[config.mk]
export PLATFORM = sky130hd
export DESIGN_NAME = online_otf_conv_r4
export DESIGN_NICKNAME = d
export VERILOG_FILES = /design/src/rtl/online_r4_pkg.sv /design/src/rtl/otf_append_r4.sv /design/src/rtl/online_otf_conv_r4.sv
export SDC_FILE = /design/constraint.sdc
export NUM_CORES = 1
export LEC_CHECK = 0
export ABC_AREA = 1
export ABC_CLOCK_PERIOD_IN_PS = 2700
export BUFFER_PORTS_ARGS = -buffer_cell sky130_fd_sc_hd__clkbuf_2
export CORE_ASPECT_RATIO = 0.5
export CORE_MARGIN = 2
export CORE_UTILIZATION = 55
export DETAILED_ROUTE_END_ITERATION = 10
export PLACE_DENSITY = 0.77
export SETUP_SLACK_MARGIN = 0.15
export SLEW_MARGIN = 20
export SYNTH_ARGS = -nofsm -noshare
export SYNTH_HDL_FRONTEND = slang
export SYNTH_HIERARCHICAL = 1
export SYNTH_SLANG_ARGS = --single-unit
[constraint.sdc]
create_clock -name clk -period 2.7 [get_ports clk]
set_input_delay 0 -clock clk [delete_from_list [all_inputs] [get_ports clk]]
set_output_delay 0 -clock clk [all_outputs]
set_load 0.005 [all_outputs]
[src/rtl/online_r4_pkg.sv]
// Shared radix-4 online arithmetic definitions: signed digit type, radix, redundancy bound, illegal code.
// Latency: none (types, constants and a width helper only).
// Backpressure: not applicable.
package online_r4_pkg;

    // Signed radix-4 digit, two's complement; legal values are -3..+3
    typedef logic signed [2:0] digit_t;

    localparam int R = 4;
    localparam int A = 3;

    // Only code outside the redundant digit set {-A..+A}
    localparam logic [2:0] DIG_ILLEGAL = 3'b100;

    // Result width needed to hold sum of N digits with |d|<=3, plus sign
    function automatic int result_width(input int n);
        return 2 * n + 1;
    endfunction

endpackage

[src/rtl/otf_append_r4.sv]
// Appends one signed radix-4 digit to the Q/QM pair (QM = Q - 1) without carry propagation.
// Latency: purely combinational.
// Backpressure: none; the caller decides when the result is registered.
module otf_append_r4
    import online_r4_pkg::*;
#(
    parameter int QW = 17
) (
    input  logic [QW-1:0] q,
    input  logic [QW-1:0] qm,
    input  digit_t        d,
    output logic [QW-1:0] qn,
    output logic [QW-1:0] qmn,
    output logic          illegal
);

    logic [2:0] du;
    logic [2:0] dm1;
    logic [2:0] dp3;
    logic       neg;
    logic       pos;

    // Select shift source and appended low bits from the digit sign
    always_comb begin
        du      = d;
        dm1     = du - 3'd1;
        dp3     = du + 3'd3;
        neg     = du[2];
        pos     = !du[2] && (du != 3'd0);
        // (4+d) mod 4 equals d mod 4, so the raw low bits serve both signs
        qn      = neg ? {qm[QW-3:0], du[1:0]} : {q[QW-3:0], du[1:0]};
        qmn     = pos ? {q[QW-3:0], dm1[1:0]} : {qm[QW-3:0], dp3[1:0]};
        illegal = (du == DIG_ILLEGAL);
    end

endmodule

[src/rtl/online_otf_conv_r4.sv]
// Radix-4 on-the-fly converter: MSD-first signed-digit stream to a two's-complement result per N digits.
// Latency: q/done/err visible the cycle after the edge that samples the N-th digit.
// Backpressure: none; en=0 stalls in place, start restarts, a new start is taken while done is high.
module online_otf_conv_r4
    import online_r4_pkg::*;
#(
    parameter int N  = 8,
    parameter int QW = 2 * N + 1
) (
    input  logic                 clk,
    input  logic                 reset,
    input  logic                 en,
    input  logic                 start,
    input  logic [2:0]           zi,
    output logic signed [QW-1:0] q,
    output logic                 done,
    output logic                 err,
    output logic                 busy
);

    localparam int CW = (N > 2) ? $clog2(N) : 1;

    typedef enum logic {
        IDLE = 1'b0,
        ACC  = 1'b1
    } state_t;

    state_t          state;
    logic [QW-1:0]   q_acc;
    logic [QW-1:0]   qm_acc;
    logic [CW-1:0]   cnt;
    logic            err_acc;

    logic            accept;
    logic            last;
    logic [QW-1:0]   src_q;
    logic [QW-1:0]   src_qm;
    logic [QW-1:0]   qn;
    logic [QW-1:0]   qmn;
    logic            illegal;
    logic            err_next;

    // Digit acceptance and seeding: a start digit always appends onto Q=0, QM=-1
    always_comb begin
        accept   = en && ((state == ACC) || start);
        src_q    = start ? '0 : q_acc;
        src_qm   = start ? '1 : qm_acc;
        last     = !start && (cnt == CW'(N - 1));
        err_next = (start ? 1'b0 : err_acc) | illegal;
    end

    otf_append_r4 #(
        .QW (QW)
    ) u_append (
        .q       (src_q),
        .qm      (src_qm),
        .d       (digit_t'(zi)),
        .qn      (qn),
        .qmn     (qmn),
        .illegal (illegal)
    );

    assign busy = (state == ACC);

    // FSM, accumulators, digit counter and registered result
    always_ff @(posedge clk or posedge reset) begin
        if (reset) begin
            state   <= IDLE;
            q_acc   <= '0;
            qm_acc  <= '1;
            cnt     <= '0;
            err_acc <= 1'b0;
            q       <= '0;
            done    <= 1'b0;
            err     <= 1'b0;
        end else begin
            done <= 1'b0;
            if (accept) begin
                if (last) begin
                    q       <= qn;
                    err     <= err_next;
                    done    <= 1'b1;
                    q_acc   <= '0;
                    qm_acc  <= '1;
                    cnt     <= '0;
                    err_acc <= 1'b0;
                    state   <= IDLE;
                end else begin
                    q_acc   <= qn;
                    qm_acc  <= qmn;
                    cnt     <= start ? CW'(1) : cnt + CW'(1);
                    err_acc <= err_next;
                    state   <= ACC;
                end
            end
        end
    end

endmodule

==> impl_metrics.toml <==
[run_status]
status = "complete, no violations"

[timing]
fin_setup_tns_ns = 0
worst_slack_ns = 0.816
setup_violations = 0
timing.fmax_mhz = 531
finalCritPeriodShare = 0.698
finalClockSkew_ns = 0.00485
finalHoldViolCount = 0
maxSlewViolCount = 0
finalCriticalPeriod_ns = 1.88
grt_setup_unrepaired = "false"
relSlewSlack = 0.389
worst_pin_slew_ns = 0.917

[power_and_ir_drop]
p_total_mw = 2.03
p_leak_nw = 1.67
p_per_area_mw_per_mm2 = 643
ir_drop_mv = 0.295

[placement]
dpl_worst_slack_ns = 0.841
place.gp.congestion = 0.787
port_buffers = 26
dpl.hpwl_um = 3710

[drt]
routed_wl_um = 6030
drt_pass1_iterations = 5
via_per_inst = 5.10
drc = 0
vias = 2417
ant_nets = 0
wl_per_cell_um = 12.7
drt_iter0_drc = 173

[critical_path]
cp_slowest_cell = "nor2_4"
r2r-start = "cnt[0]"
r2r_setup_slack_ns = 0.82
cpMostUsedCell = "ha_1"
startpoint_type = "flip-flop"
critPathKind = "flip-flop to flip-flop"
end_kind = "flip-flop"
reg2reg_to = "qm_acc[4]"
crit_chain = "ha_1 > ha_1 > inv_2 > nor2_4 > o21ai_0 > nand2_1"
cp.buffers_inverters = 1
required_ns = 2.96
r2r_cells = 6
cpPeakStageDelay_ns = 0.56
path_depth = 6
crit_fanout = 33
crit_family = "simple AND/OR/NAND/NOR gates"
arrival_ns = 2.14

[synth]
synth_cells = 393
synth_area_mm2 = 0.00294
yosysWarnings = 6
synth_area_per_cell_um2 = 7.48
syn_nets = 403

[cells_and_area]
fin_nets = 413
antenna_cells = 0
area_growth_pct = 7.54
drive_gt1_frac = 0.188

[min_path]
hp-class = "input pin to flip-flop"
worstHoldEndpoint = "done"
min_from = "en"
min_path_cells = 3

[grt]
grt_max_degree = 55
overflow = 0
grt_pass1_vias = 2354
grtUsageTotal = 0.226
grt_first_pass_wirelength_um = 10900
antenna_found_initial = 0

[clock_tree]
cts_max_level = 2
cts.path.max_buffers = 2
cts_buffers = 5
clk_latency_ns = 0.31
cts.sinks = 54
clk_pin_slew_worst_paths_ns = 0.09
root_buffer = "clkbuf_8"
cts_tree = "done"

[floorplanning]
die_width_um = 107
core.rowCount = 18
core_mm2 = 0.00504
fp.dieH_um = 55.7
die_area_mm2 = 0.00598
boundaryPins = 27
start_util = 0.583

[job]
maxCapViolations = 0
-- cells in the final DEF (no fill, tap or decap), types with 3 or more instances in the layout --
master,n
clkbuf_2,26
nand3_1,21
ha_1,3
o21ai_0,55
dlygate4sd3_1,3
o21ai_1,6
or2_2,15
clkbuf_8,6
dfrtp_1,39
nand2_1,147
inv_1,37
nor2_1,17
dfstp_2,15
-- stage by stage --
stage                     area (µm²)  hold WS [ns]  std cells   util
after global placement          2990         0.269        463  0.592
after CTS                       3160         0.189        474  0.626
after detailed placement        2990         0.268        463  0.592
final                           3160         0.181        474  0.626
after floorplan                 2940         0.204        393      -
after global routing            3160         0.221        474  0.626
-- per-layer routing --
metal  global-route usage  part of all wire  vias up
met2                0.368              0.46       71
met3               0.0515             0.056       13
met5                    0                 0        -
li1                     -                 -     1232
met4               0.0696             0.015        0
met1                0.305              0.47     1101
-- where the power goes --
part	total [mW]	internal, mW	leakage, nW	switching [mW]
Clock	0.659	0.395	0.0714	0.263
Combinational	0.366	0.146	0.931	0.220
Sequential	1.01	0.947	0.664	0.0607
-- how the worst max path moves through the flow --
stage                     startpoint   endpoint  slack [ns]
final                         cnt[0]  qm_acc[4]        0.82
after global routing          cnt[0]  qm_acc[4]        0.57
after CTS                     cnt[0]  qm_acc[4]        0.81
after detailed placement      cnt[0]  qm_acc[4]        0.84
after global placement        cnt[0]       q[7]        0.95
after floorplan               cnt[0]  qm_acc[1]        1.31
-- registers in the layout, summed over array words and instances, names as in the netlist --
name / count
busy: 1
cnt: 3
done: 1
err: 1
err_acc: 1
q: 17
q_acc: 15
qm_acc: 15
-- timing repair --
action | in CTS | in global routing
hold endpoints to repair | 36 | 0
setup buffers | 0 | 0
gates resized for setup | 0 | 0
hold buffers | 3 | 0
-- layout make-up --
type	instances	area [µm²]
fillers	435	1880
flip-flops and latches	54	1370
multi-input cells	271	1230
repair buffers	31	175
inverters	40	151
well taps	70	87.6
clock buffers	6	82.6
clock inverters	2	60.1
-- worst min-delay path: stages --
cell      delay (ns)
clkbuf_2        0.12
nand4_4         0.24
inv_1           0.09
(Power assumes the default switching activity.)
